### src/rtl/conv_nm_if.sv
// Stream bundle for conv_nm: x and f sample inputs plus the y result output.
// slave is the convolver side, master is the source/consumer side.
`timescale 1ns/1ps
interface conv_nm_if #(
  parameter int T = 8,
  parameter int P = 18
) ();
  logic signed [T-1:0] s_data_in_x;
  logic                s_valid_x;
  logic                s_ready_x;
  logic signed [T-1:0] s_data_in_f;
  logic                s_valid_f;
  logic                s_ready_f;
  logic signed [P-1:0] m_data_out_y;
  logic                m_valid_y;
  logic                m_ready_y;

  modport slave (
    input  s_data_in_x, s_valid_x,
    output s_ready_x,
    input  s_data_in_f, s_valid_f,
    output s_ready_f,
    output m_data_out_y, m_valid_y,
    input  m_ready_y
  );

  modport master (
    output s_data_in_x, s_valid_x,
    input  s_ready_x,
    output s_data_in_f, s_valid_f,
    input  s_ready_f,
    input  m_data_out_y, m_valid_y,
    output m_ready_y
  );
endinterface

### src/rtl/conv_nm.sv
// Valid-mode 1-D convolution: loads N x samples and M taps, then emits N-M+1 results, one MAC per cycle.
// Optional macro CONV_RELU_EN clamps negative results to zero when the output register is loaded.
`timescale 1ns/1ps
module conv_nm #(
  parameter int N = 8,
  parameter int M = 4,
  parameter int T = 8,
  parameter int P = 2*T + $clog2(M)
) (
  input  logic      clk,
  input  logic      reset_n,
  conv_nm_if.slave  io
);
  localparam int XW = $clog2(N + 1);
  localparam int FW = $clog2(M + 1);
  localparam int AW = (N > 1) ? $clog2(N) : 1;
  localparam int KW = (M > 1) ? $clog2(M) : 1;
  localparam int MW = (N - M > 0) ? $clog2(N - M + 1) : 1;

  localparam logic [XW-1:0] X_FULL = XW'(N);
  localparam logic [FW-1:0] F_FULL = FW'(M);
  localparam logic [KW-1:0] J_LAST = KW'(M - 1);
  localparam logic [MW-1:0] M_LAST = MW'(N - M);

  typedef enum logic [1:0] {S_LOAD, S_COMPUTE, S_OUTPUT} state_t;

  state_t              state_q, state_d;
  logic [XW-1:0]       x_cnt_q, x_cnt_d;
  logic [FW-1:0]       f_cnt_q, f_cnt_d;
  logic [MW-1:0]       m_q, m_d;
  logic [KW-1:0]       j_q, j_d;
  logic signed [P-1:0] acc_q, acc_d;
  logic signed [P-1:0] y_q, y_d;

  logic signed [T-1:0] x_mem [N];
  logic signed [T-1:0] f_mem [M];

  logic                ready_x, ready_f, x_fire, f_fire;
  logic [AW-1:0]       x_idx;
  logic signed [2*T-1:0] prod;

  // Readiness depends only on registered state, so no input reaches an output combinationally.
  assign ready_x = (state_q == S_LOAD) && (x_cnt_q != X_FULL);
  assign ready_f = (state_q == S_LOAD) && (f_cnt_q != F_FULL);
  assign x_fire  = io.s_valid_x && ready_x;
  assign f_fire  = io.s_valid_f && ready_f;

  assign io.s_ready_x    = ready_x;
  assign io.s_ready_f    = ready_f;
  assign io.m_valid_y    = (state_q == S_OUTPUT);
  assign io.m_data_out_y = y_q;

  assign x_idx = AW'(m_q) + AW'(j_q);
  assign prod  = x_mem[x_idx] * f_mem[j_q];

  always_ff @(posedge clk) begin
    if (x_fire) x_mem[x_cnt_q[AW-1:0]] <= io.s_data_in_x;
    if (f_fire) f_mem[f_cnt_q[KW-1:0]] <= io.s_data_in_f;
  end

  always_comb begin
    state_d = state_q;
    x_cnt_d = x_cnt_q;
    f_cnt_d = f_cnt_q;
    m_d     = m_q;
    j_d     = j_q;
    acc_d   = acc_q;
    y_d     = y_q;
    unique case (state_q)
      S_LOAD: begin
        if (x_fire) x_cnt_d = x_cnt_q + 1'b1;
        if (f_fire) f_cnt_d = f_cnt_q + 1'b1;
        if (x_cnt_d == X_FULL && f_cnt_d == F_FULL) begin
          state_d = S_COMPUTE;
          m_d     = '0;
          j_d     = '0;
        end
      end
      S_COMPUTE: begin
        // P-bit cast sign-extends the product, or wraps it when P is overridden narrow.
        acc_d = ((j_q == '0) ? '0 : acc_q) + P'(prod);
        if (j_q == J_LAST) begin
          state_d = S_OUTPUT;
`ifdef CONV_RELU_EN
          y_d = acc_d[P-1] ? '0 : acc_d;
`else
          y_d = acc_d;
`endif
        end else begin
          j_d = j_q + 1'b1;
        end
      end
      S_OUTPUT: begin
        if (io.m_ready_y) begin
          j_d = '0;
          if (m_q == M_LAST) begin
            x_cnt_d = '0;
            f_cnt_d = '0;
            m_d     = '0;
            state_d = S_LOAD;
          end else begin
            m_d     = m_q + 1'b1;
            state_d = S_COMPUTE;
          end
        end
      end
      default: state_d = S_LOAD;
    endcase
  end

  always_ff @(posedge clk or negedge reset_n) begin
    if (!reset_n) begin
      state_q <= S_LOAD;
      x_cnt_q <= '0;
      f_cnt_q <= '0;
      m_q     <= '0;
      j_q     <= '0;
      acc_q   <= '0;
      y_q     <= '0;
    end else begin
      state_q <= state_d;
      x_cnt_q <= x_cnt_d;
      f_cnt_q <= f_cnt_d;
      m_q     <= m_d;
      j_q     <= j_d;
      acc_q   <= acc_d;
      y_q     <= y_d;
    end
  end
endmodule

### src/flat_wrapper.sv
// flat-port wrapper written by rule: the top's interface ports become plain ports
module conv_nm_flat 
#(
  parameter int N = 8,
  parameter int M = 4,
  parameter int T = 8,
  parameter int P = 2*T + $clog2(M)
)
  (clk, reset_n, io_s_data_in_x, io_s_valid_x, io_s_ready_x, io_s_data_in_f, io_s_valid_f, io_s_ready_f, io_m_data_out_y, io_m_valid_y, io_m_ready_y);
  conv_nm_if #(.T(T), .P(P)) io_i ();
  input  logic clk;
  input  logic reset_n;
  input wire logic [$bits(io_i.s_data_in_x)-1:0] io_s_data_in_x;
  input wire logic [$bits(io_i.s_valid_x)-1:0] io_s_valid_x;
  output wire logic [$bits(io_i.s_ready_x)-1:0] io_s_ready_x;
  input wire logic [$bits(io_i.s_data_in_f)-1:0] io_s_data_in_f;
  input wire logic [$bits(io_i.s_valid_f)-1:0] io_s_valid_f;
  output wire logic [$bits(io_i.s_ready_f)-1:0] io_s_ready_f;
  output wire logic [$bits(io_i.m_data_out_y)-1:0] io_m_data_out_y;
  output wire logic [$bits(io_i.m_valid_y)-1:0] io_m_valid_y;
  input wire logic [$bits(io_i.m_ready_y)-1:0] io_m_ready_y;
  assign io_i.s_data_in_x = io_s_data_in_x;
  assign io_i.s_valid_x = io_s_valid_x;
  assign io_s_ready_x = io_i.s_ready_x;
  assign io_i.s_data_in_f = io_s_data_in_f;
  assign io_i.s_valid_f = io_s_valid_f;
  assign io_s_ready_f = io_i.s_ready_f;
  assign io_m_data_out_y = io_i.m_data_out_y;
  assign io_m_valid_y = io_i.m_valid_y;
  assign io_i.m_ready_y = io_m_ready_y;
  conv_nm #(.N(N), .M(M), .T(T), .P(P)) u_core (.clk(clk), .reset_n(reset_n), .io(io_i));
endmodule
### config.mk
export PLATFORM = sky130hd
export DESIGN_NAME = conv_nm_flat
export DESIGN_NICKNAME = d
export VERILOG_FILES = /design/src/rtl/conv_nm_if.sv /design/src/rtl/conv_nm.sv /design/src/flat_wrapper.sv
export SDC_FILE = /design/constraint.sdc
export NUM_CORES = 1
export LEC_CHECK = 0
export ABC_AREA = 0
export BUFFER_PORTS_ARGS = -buffer_cell sky130_fd_sc_hd__clkbuf_2
export CAP_MARGIN = 20
export CORE_ASPECT_RATIO = 0.8
export CORE_MARGIN = 2
export CORE_UTILIZATION = 45
export DETAILED_ROUTE_END_ITERATION = 12
export PLACE_DENSITY_LB_ADDON = 0.08
export SLEW_MARGIN = 20
export SYNTH_ARGS = -nofsm -noshare
export SYNTH_HDL_FRONTEND = slang
export SYNTH_SLANG_ARGS = --single-unit
### constraint.sdc
create_clock -name clk -period 7.4 [get_ports clk]
set_input_delay 0.74 -clock clk [delete_from_list [all_inputs] [get_ports clk]]
set_output_delay 0.74 -clock clk [all_outputs]
set_load 0.01 [all_outputs]
## Yosys cells after proc, flatten, opt, wreduce, memory -nomap -nowiden

Memories as Yosys holds them, arrays and structs flattened.
Index checks and enable logic that the tools add are counted.

| word-level totals | value |
|---|---|
| register bits | 50 |
| bits in writable memories | 96 |
| input bits | 21 |
| output and inout port bits | 21 |
| word-level logic and storage cells | 71 |
| memories kept | 2 |

Memory list:

| name | depth | width | read ports | clocked after memory_dff | write ports | line | text |
|---|---|---|---|---|---|---|---|
| u_core.x_mem | 8 | 8 | 1 | 0 | 1 | conv_nm.sv:35 | `logic signed [T-1:0] x_mem [N];` |
| u_core.f_mem | 4 | 8 | 1 | 0 | 1 | conv_nm.sv:36 | `logic signed [T-1:0] f_mem [M];` |

| cells by class | value |
|---|---|
| add/sub/neg operators | 6 |
| multiply operators | 1 |
| eq/ne operators | 13 |
| multiplexer cells | 28 |
| reduce and logical (&&, ||, !) cells | 14 |

Operator list:

| operator | count |
|---|---|
| 3-bit two-way mux | 7 |
| 18-bit adder | 1 |
| 18-bit two-way mux | 1 |
| 8-bit by 8-bit multiplier with 16-bit output | 1 |
| 4-bit two-way mux | 4 |
| 2-bit two-way mux | 6 |
| 2-bit one-hot mux with 3 select lines | 2 |
| 3-bit one-hot mux with 2 select lines | 2 |
| 3-bit AND reduction | 3 |
| 4-bit one-hot mux with 2 select lines | 1 |
| 3-bit by 1-bit adder with 3-bit output, second input constant | 2 |
| 3-bit equality test, second input constant | 2 |
| 2-bit by 1-bit inequality test with 1-bit output, second input constant | 3 |
| 1-bit logical AND | 5 |
| 1-bit two-way mux | 5 |
| 4-bit by 1-bit adder with 4-bit output, second input constant | 1 |
| 2-bit equality test, second input constant | 2 |
| 4-bit equality test, second input constant | 1 |
| 2-bit zero test | 2 |
| 2-bit inequality test, second input constant | 2 |
| 4-bit inequality test, second input constant | 1 |
| 4-bit AND reduction | 1 |
| 3-bit by 2-bit adder with 3-bit output | 1 |
| 3-bit inequality test, second input constant | 1 |
| other kinds (5) | 5 |

## Longest topological paths before layout

Gate-level depths: netlist of run 1.

| logic depth | value |
|---|---|
| depth in word-level cells | 9 |
| depth in mapped cells | 33 |
| gate-level depth less buffers | 31 |

## Worst setup path before layout of run 1

Ideal clock, no wire load.

| timing path | value |
|---|---|
| kind | reg-to-reg |
| start point | register u_core.j_q[1] |
| end point | register u_core.acc_q[17] |
| library setup time | 0.120 ns |
| arrival time | 7.894 ns |
| required time | 7.280 ns |
| path slack | -0.614 ns |
| cell stages (with the launch flop) | 31 |
| buffers on the path | 3 |
| period minus slack after synthesis | 8.014 ns |
| path through | dfrtp_1 -> clkbuf_1 -> inv_1 -> fa_1 -> clkbuf_1 -> clkbuf_1 -> mux4_2 -> mux2i_1 -> nand2_1 -> fa_1 -> fa_1 -> inv_1 -> fa_1 -> inv_1 -> fa_1 -> inv_1 -> ha_1 -> a21oi_1 -> o21bai_1 -> a21oi_1 -> o21bai_1 -> a21oi_1 -> xnor2_1 -> ha_1 -> a21o_1 -> a21o_1 -> a2111oi_0 -> o21bai_1 -> mux2i_1 -> mux2i_1 -> nand2_1 |

| on the way | value |
|---|---|
| word-level cells in the longest chain between the ends | 4 |
| elaborated cells between the ends (all ways) | 7 |
| those cells by class | add/sub (2); mul (1); mux (1); reduce/logical (1); memory (2) |

RTL lines:

| element | line | text |
|---|---|---|
| start: declaration | conv_nm.sv:31 | `logic [KW-1:0] j_q, j_d;` |
| start signal: assignment | conv_nm.sv:125 | `j_q <= j_d;` |
| 3-bit by 2-bit adder with 3-bit output | conv_nm.sv:53 | `assign x_idx = AW'(m_q) + AW'(j_q);` |
| memory read 8 x 8 bit | - |  |
| 8-bit by 8-bit multiplier with 16-bit output | conv_nm.sv:54 | `assign prod = x_mem[x_idx] * f_mem[j_q];` |
| 18-bit adder (*) | conv_nm.sv:81 | `acc_d = ((j_q == '0) ? '0 : acc_q) + P'(prod);` |
| end signal: assignment | conv_nm.sv:118 | `acc_q <= '0;` |
| end signal: assignment | conv_nm.sv:126 | `acc_q <= acc_d;` |
| end: declaration | conv_nm.sv:32 | `logic signed [P-1:0] acc_q, acc_d;` |

Mark *: on every way between the ends. The rest lies on a longest branch, timed or not.
A chain may end at the register's enable or synchronous reset.

## Worst setup path in the final report of run 1

| timing path | value |
|---|---|
| start point | register u_core.j_q[0] |
| end point | register u_core.acc_q[15] |

The elaborated chain is that of the path after synthesis.

==> results of run 1 <==
[flip-flops by register name, summed over array words and instances (netlist names)]
name                    count
u_core.f_cnt_q              3
u_core.io.m_data_out_y     18
u_core.f_mem               32
u_core.acc_q               18
u_core.x_mem               64
u_core.j_q                  2
u_core.m_q                  3
u_core.x_cnt_q              4
u_core.state_q              2
[final cells by class]
class                      instances  area [um2]
multi-input combinational        496        4960
inverter                         106         398
clock buffer                      17         425
fill                            1673        8910
clock inverter                    15         186
timing repair buffer              88         631
sequential                       146        4130
tap                              264         330
[through the flow]
stage           util  hold WS [ps]  setup slack (ps)  std cells
2_1_floorplan      -           431             0.153        767
3_3_place_gp   0.499           443               108       1080
3_5_place_dp   0.499           457             -68.9       1080
4_1_cts        0.531           440              23.1       1112
5_1_grt        0.554           466              -136       1132
6_report       0.554           415               162       1132
[per-layer routing]
| layer | global-route usage | vias up |
|---|---|---|
| li1 | - | 2791 |
| met1 | 0.250 | 2871 |
| met2 | 0.306 | 64 |
| met3 | 0.0318 | 16 |
| met4 | 0.0556 | 0 |
| met5 | 0 | - |
[cells in the mapped netlist (all sizes together), types with 11 or more instances]
cell and number:
nand2b 18, dfrtp 50, nor2b 54, nand2 55, xnor2 25, nor3 12
edfxtp 96, ha 56, nor2 22, fa 57, o21ai 52, inv 106
a21oi 18, xor2 13, mux2i 11, mux4 23, clkbuf 14, a21o 12
[what timing repair did]
item                       CTS  global route
setup endpoints to repair    3             7
setup buffers                0            18
cloned                       0             1
pin swaps                    0            22
gates resized for setup      5            57
hold buffers                 0             0
[kinds of logic after synthesis]
logic type	count (synthesis)
AND/OR/NAND/NOR	189
flip-flops	146
buffers and inverters	125
AO/OA/AOI/OAI	114
adder cells (fa/ha/maj)	114
multiplexers	41
XOR/XNOR	38
[worst max path at each step]
stage | from | to | cells past startpoint
floorplan | u_core.j_q[1] | u_core.acc_q[17] | 30
global placement | u_core.j_q[0] | u_core.acc_q[17] | 29
detailed placement | u_core.j_q[0] | u_core.acc_q[17] | 27
CTS | u_core.j_q[0] | u_core.acc_q[15] | 30
global route | u_core.j_q[0] | u_core.acc_q[15] | 30
finish | u_core.j_q[0] | u_core.acc_q[15] | 31
==> impl_metrics.env, run 1 <==
export IMPL_status="finished clean"
export IMPL_dr_wl_met3_um=499
export IMPL_cts_made_buffers=17
export IMPL_synthesis_area_um2=9230
export IMPL_r2r_start="u_core.j_q[0]"
export IMPL_grt_antenna_before_repair=0
export IMPL_setup_viol=0
export IMPL_topRoutingLayerUsed="met4"
export IMPL_vias=5742
export IMPL_synthAdderAreaFrac=0.201
export IMPL_finalHoldViolCount=0
export IMPL_min_delay_path_class="in -> async"
export IMPL_path_class="reg -> reg"
export IMPL_ctsLongestPathBuffers=2
export IMPL_reg2reg_depth=31
export IMPL_synth_distinct_cells=55
export IMPL_grt_start_max_net_pins=51
export IMPL_core_area_um2=20000
export IMPL_fmax_ghz=0.138
export IMPL_dp_hpwl_mm=14.2
export IMPL_cp_arrival_ps=7550
export IMPL_area_growth_pct=19.9
export IMPL_worst_pin_slew_ps=958
export IMPL_cp_max_fo=5
export IMPL_clock_latency_ps=430
export IMPL_end_kind="flip-flop"
export IMPL_r2r_end="u_core.acc_q[15]"
export IMPL_wl_met2_mm=9.63
export IMPL_die_h_um=132
export IMPL_die_w_um=164
export IMPL_cts_sinks=146
export IMPL_dieArea_um2=21700
export IMPL_critPathBufInv=7
export IMPL_viasPerCell=5.07
export IMPL_drv_slew=0
export IMPL_max_stage_delay_ps=590
export IMPL_wl_per_cell_um=17.0
export IMPL_async_flop_share=0.342
export IMPL_synth_avg_cell_area_um2=12.0
export IMPL_critPathRequiredTime_ps=7710
export IMPL_finalSetupTns_ps=0
export IMPL_synth_seq_cells=146
export IMPL_synth_top_family_by_area="adder cells"
export IMPL_ys_seq_area_frac=0.448
export IMPL_grt_pass1_vias=5975
export IMPL_path_clk_slew_ps=80
export IMPL_cts_root_buffer="clkbuf_16"
export IMPL_rsz0062_at_grt="yes"
export IMPL_drt_pass1_iterations=4
export IMPL_syn_instance_count=767
export IMPL_synthTopCellsByArea="edfxtp_1 31%, dfrtp_1 14%, fa_1 12%"
export IMPL_cts_tree="built"
export IMPL_layout_commonest_cell="inv_1"
export IMPL_synthMuxAreaShare=0.0766
export IMPL_place_gp_congestion=0.849
export IMPL_track_usage=0.185
export IMPL_fin_crit_ps=7240
export IMPL_synth_compound_area_frac=0.0787
export IMPL_syn_num_nets=901
export IMPL_grt_pass1_wl_mm=30.9
export IMPL_period_share=0.978
export IMPL_h_tree_depth=4
export IMPL_drcViolationCount=0
export IMPL_synth_xor_xnor_area_share=0.0369
export IMPL_clock_skew_ps=17.3
export IMPL_cap_violations=0
export IMPL_port_buffers=41
export IMPL_start_util=0.462
export IMPL_place_area_um2=9980
export IMPL_synth_edf_count=96
export IMPL_start_kind="flip-flop"
export IMPL_fin_area_um2=11100
export IMPL_diodes=0
export IMPL_wl_mm=19.2
export IMPL_first_iter_violations=302
export IMPL_synthSimpleGateAreaFrac=0.106
export IMPL_slew_headroom=0.359
export IMPL_drtAntennaViolNets=0
export IMPL_synth_top_cell_area_share=0.312
export IMPL_rows=46
export IMPL_drive_above_1_share=0.244
export IMPL_slowest_stage="fa_2"
export IMPL_r2r_slack_ps=160
export IMPL_synth_main_ff_cell="edfxtp_1"
export IMPL_nets=989
export IMPL_synth_largest_area_cell="edfxtp_1"
export IMPL_path_delay_family="adder cells"
export IMPL_io_pins=42
export IMPL_synth_warning_count=0
export IMPL_final_cell_mix="102 x inv_1, 96 x edfxtp_1, 55 x nand2_1"
export IMPL_overflow=0
export IMPL_m1WireLength_mm=8.85
Power of run 1 is left out: the tool's default activity adds up to more than one toggle a clock period on the data nets, which glitch-free logic cannot reach.
==> inputs of run 2 (changes only) <==
--- a/config.mk
+++ b/config.mk
@@ -11,8 +11,8 @@
 export CORE_ASPECT_RATIO = 0.8
 export CORE_MARGIN = 2
 export CORE_UTILIZATION = 45
+export CTS_BUF_LIST = sky130_fd_sc_hd__clkbuf_4
 export DETAILED_ROUTE_END_ITERATION = 12
-export PLACE_DENSITY_LB_ADDON = 0.08
 export SLEW_MARGIN = 20
 export SYNTH_ARGS = -nofsm -noshare
 export SYNTH_HDL_FRONTEND = slang
==> impl_metrics.env, run 2 (synthesized netlist as in run 1, its figures left out) <==
export IMPL_status="finished clean"
export IMPL_core_area_um2=20000
export IMPL_grt_antenna_before_repair=0
export IMPL_pre_cts_slack_ps=-124
export IMPL_path_clk_slew_ps=160
export IMPL_ctsLongestPathBuffers=2
export IMPL_setup_viol=0
export IMPL_slowest_stage="fa_1"
export IMPL_layout_commonest_cell="inv_1"
export IMPL_cp_max_fo=4
export IMPL_drv_slew=0
export IMPL_dieArea_um2=21700
export IMPL_area_growth_pct=17.3
export IMPL_fmax_ghz=0.137
export IMPL_cp_depth=31
export IMPL_critPathRequiredTime_ps=7860
export IMPL_reg2reg_depth=31
export IMPL_worst_pin_slew_ps=873
export IMPL_start_kind="flip-flop"
export IMPL_path_delay_family="adder cells"
export IMPL_h_tree_depth=4
export IMPL_track_usage=0.180
export IMPL_grt_pass1_vias=6010
export IMPL_crit_top_cell="fa_1"
export IMPL_hold_buffers=0
export IMPL_end_kind="flip-flop"
export IMPL_clock_latency_ps=560
export IMPL_critPathBufInv=7
export IMPL_cts_root_buffer="clkbuf_4"
export IMPL_viasPerCell=5.14
export IMPL_min_delay_path_class="in -> async"
export IMPL_cts_tree="built"
export IMPL_grt_pass1_wl_mm=30.5
export IMPL_place_gp_congestion=0.835
export IMPL_dp_hpwl_mm=13.9
export IMPL_path_class="reg -> reg"
export IMPL_first_iter_violations=385
export IMPL_drt_pass1_iterations=4
export IMPL_cap_violations=0
export IMPL_clock_skew_ps=26.6
export IMPL_finalSetupTns_ps=0
export IMPL_max_stage_delay_ps=560
export IMPL_cts_sinks=146
export IMPL_port_buffers=41
export IMPL_die_h_um=132
export IMPL_drcViolationCount=0
export IMPL_fin_crit_ps=7280
export IMPL_drive_above_1_share=0.249
export IMPL_final_cell_mix="99 x inv_1, 96 x edfxtp_1, 55 x nand2_1"
export IMPL_start_util=0.462
export IMPL_slew_headroom=0.416
export IMPL_setup_slack_ps=124
export IMPL_nets=999
export IMPL_wl_mm=19.2
export IMPL_vias=5875
export IMPL_period_share=0.983
export IMPL_cts_made_buffers=17
export IMPL_largest_reg_flops=64
export IMPL_drtAntennaViolNets=0
export IMPL_wl_per_cell_um=16.8
export IMPL_finalHoldViolCount=0
export IMPL_cp_arrival_ps=7740
export IMPL_diodes=0
export IMPL_overflow=0
export IMPL_io_pins=42
export IMPL_rsz0062_at_grt="yes"
export IMPL_rows=46
export IMPL_die_w_um=164
export IMPL_grt_start_max_net_pins=51
-- run 2: cell count changes in the layout (fill, tap and decap cells not counted), sizes merged --
cell | previous run | this run
clkinvlp | 2 | 1
buf | 46 | 57
clkbuf | 59 | 58
clkinv | 7 | 8
-- run 2: cell type report --
type	instances	area, um2
sequential	146	4130
clock inverter	15	185
tap	264	330
clock buffer	17	128
timing repair buffer	98	712
multi-input combinational	496	4930
inverter	106	398
fill	1656	9150
-- run 2: worst paths after layout --
check / endpoint / slack (ps) / startpoint
max: u_core.acc_q[15] / 120 / u_core.m_q[0]
min: u_core.io.m_data_out_y[1] / 270 / reset_n
max reg2reg: u_core.acc_q[15] / 120 / u_core.m_q[0]
min reg2reg: u_core.acc_q[10] / 500 / u_core.acc_q[10]
max in group asynchronous: u_core.acc_q[16] / 6680 / reset_n
min in group clk: u_core.f_mem[1][2] / 390 / io_s_data_in_f[2]
-- run 2: worst reg2reg max path: cells and delay by family (launching register included) --
family	cells	cell delay, ps
multiplexers	2	780
XOR/XNOR	2	260
adder cells (fa/ha/maj)	8	3270
AND/OR/NAND/NOR	2	260
buffers and inverters	7	490
flip-flops	1	380
AO/OA/AOI/OAI	10	1750
-- run 2: stage by stage --
stage	utilization	cell area [um2]	instances	hold WS, ps
CTS	0.517	10300	1115	260
finish	0.542	10800	1142	275
detailed placement	0.500	9980	1083	460
global route	0.542	10800	1142	289
floorplan	-	9290	767	431
global placement	0.500	9980	1083	444
-- run 2: timing repair --
item,4_1_cts,5_1_grt
pin swaps,1,41
setup endpoints to repair,5,8
setup buffers,0,26
gates resized for setup,5,58
endpoints found under the hold margin,0,0
-- run 2: routing by layer --
metal	vias to the layer above	GRT usage	part of all wire
met5	-	0	0
met3	17	0.0359	0.036
met4	0	0.0409	0.011
met2	95	0.303	0.51
met1	2953	0.243	0.44
li1	2810	-	-
Power of run 2 is left out for the same reason.
==> inputs of run 3 (changes only) <==
--- a/config.mk
+++ b/config.mk
@@ -10,7 +10,7 @@
 export CAP_MARGIN = 20
 export CORE_ASPECT_RATIO = 0.8
 export CORE_MARGIN = 2
-export CORE_UTILIZATION = 45
+export CORE_UTILIZATION = 30
 export CTS_BUF_LIST = sky130_fd_sc_hd__clkbuf_4
 export DETAILED_ROUTE_END_ITERATION = 12
 export SLEW_MARGIN = 20
==> impl_metrics.env, run 3 (synthesized netlist as in run 1, its figures left out) <==
export IMPL_final_cell_mix="97 x inv_1, 96 x edfxtp_1, 55 x nand2_1"
export IMPL_finalHoldViolCount=0
export IMPL_final_fill_count=2981
export IMPL_hold_buffers=0
export IMPL_path_clk_slew_ps=170
export IMPL_cts_sinks=146
export IMPL_overflow=0
export IMPL_cap_violations=0
export IMPL_clock_latency_ps=590
export IMPL_start_util=0.304
export IMPL_finalSetupTns_ps=0
export IMPL_cts_made_buffers=17
export IMPL_largest_reg_flops=64
export IMPL_critPathBufInv=6
export IMPL_slew_headroom=0.350
export IMPL_min_delay_path_class="in -> async"
export IMPL_ctsLongestPathBuffers=2
export IMPL_drcViolationCount=0
export IMPL_grt_pass1_wl_mm=30.4
export IMPL_r2r_start="u_core.m_q[0]"
export IMPL_fin_crit_ps=7230
export IMPL_grt_antenna_before_repair=1
export IMPL_port_buffers=41
export IMPL_wl_mm=18.9
export IMPL_grt_pass1_vias=5765
export IMPL_die_w_um=200
export IMPL_cts_root_buffer="clkbuf_4"
export IMPL_cts_tree="built"
export IMPL_slowest_stage="fa_2"
export IMPL_worstSetupStartpoint="u_core.m_q[0]"
export IMPL_setup_viol=0
export IMPL_reg2reg_depth=27
export IMPL_drtAntennaViolNets=0
export IMPL_start_kind="flip-flop"
export IMPL_die_h_um=161
export IMPL_final_core_util=0.362
export IMPL_drive_above_1_share=0.249
export IMPL_h_tree_depth=4
export IMPL_grt_start_max_net_pins=51
export IMPL_r2r_end="u_core.acc_q[15]"
export IMPL_rows=57
export IMPL_vias=5772
export IMPL_io_pins=42
export IMPL_period_share=0.977
export IMPL_area_growth_pct=18.8
export IMPL_wl_per_cell_um=14.7
export IMPL_layout_commonest_cell="inv_1"
export IMPL_rsz0062_at_grt="yes"
export IMPL_pre_cts_slack_ps=-57.8
export IMPL_worst_pin_slew_ps=972
export IMPL_track_usage=0.123
export IMPL_cp_max_fo=6
export IMPL_core_area_um2=30300
export IMPL_max_stage_delay_ps=640
export IMPL_drt_pass1_iterations=7
export IMPL_path_class="reg -> reg"
export IMPL_cp_arrival_ps=7710
export IMPL_viasPerCell=4.48
export IMPL_path_delay_family="adder cells"
export IMPL_crit_top_cell="fa_1"
export IMPL_end_kind="flip-flop"
export IMPL_r2r_slack_ps=170
export IMPL_dieArea_um2=32200
export IMPL_dp_hpwl_mm=14.1
export IMPL_status="finished clean"
export IMPL_critPathRequiredTime_ps=7880
export IMPL_fin_cells=1288
export IMPL_clock_skew_ps=27.8
export IMPL_setup_slack_ps=169
export IMPL_fmax_ghz=0.138
export IMPL_nets=994
export IMPL_dp_cells=1241
export IMPL_first_iter_violations=306
export IMPL_place_gp_congestion=0.779
export IMPL_drv_slew=0
==> run 3: layout make-up <==
type,instances,area (um2),share of cell area
Antenna cell,2,5.00,0.000457
Clock buffer,17,128,0.0116
Clock inverter,15,183,0.0167
Inverter,106,398,0.0363
Multi-Input combinational cell,496,4930,0.449
Sequential cell,146,4130,0.377
Tap cell,413,517,0.0472
Timing Repair Buffer,93,669,0.0611
==> run 3: routing by layer <==
metal,wire (um),global-route usage,share of wire,vias up
li1,-,-,-,2819
met1,9410,0.174,0.50,2875
met2,8790,0.189,0.47,67
met3,566,0.0267,0.030,11
met4,126,0.0347,0.0067,0
met5,0,0,0,-
==> run 3: what timing repair did <==
item	CTS	global route
pin swaps	0	48
gates resized for setup	3	58
setup endpoints to repair	3	9
setup buffers	0	12
cloned	0	1
==> run 3: stage by stage <==
stage / instance area (um2) / hold WS [ps]
floorplan: 9290 / 431
global placement: 10200 / 444
detailed placement: 10300 / 448
CTS: 10600 / 215
global route: 11000 / 242
finish: 11000 / 240
==> run 3: worst max-delay path by stage <==
stage               cells past startpoint                to  slack, ps
floorplan                              30  u_core.acc_q[17]        0.2
CTS                                    30  u_core.acc_q[17]         10
global placement                       30  u_core.acc_q[17]         30
global route                           33  u_core.acc_q[17]       -170
finish                                 27  u_core.acc_q[15]        170
detailed placement                     30  u_core.acc_q[17]        -60
==> run 3: worst reg2reg max path, stage by stage (launching register included) <==
cell and delay [ps]:
dfrtp_1 400, ha_2 180, inv_2 40, fa_2 600
clkbuf_16 170, mux4_2 520, mux2i_4 240, buf_6 160
nand2b_4 130, inv_2 60, fa_1 470, fa_2 640
inv_1 100, fa_1 510, fa_1 550, inv_1 40
ha_1 320, nor2_1 60, nor2_1 130, nand2_1 100
xnor2_2 140, ha_1 340, a21o_1 230, a21o_1 160
a31o_2 230, xor2_1 240, nor2b_1 80, a211o_1 270
Power of run 3 is left out for the same reason.
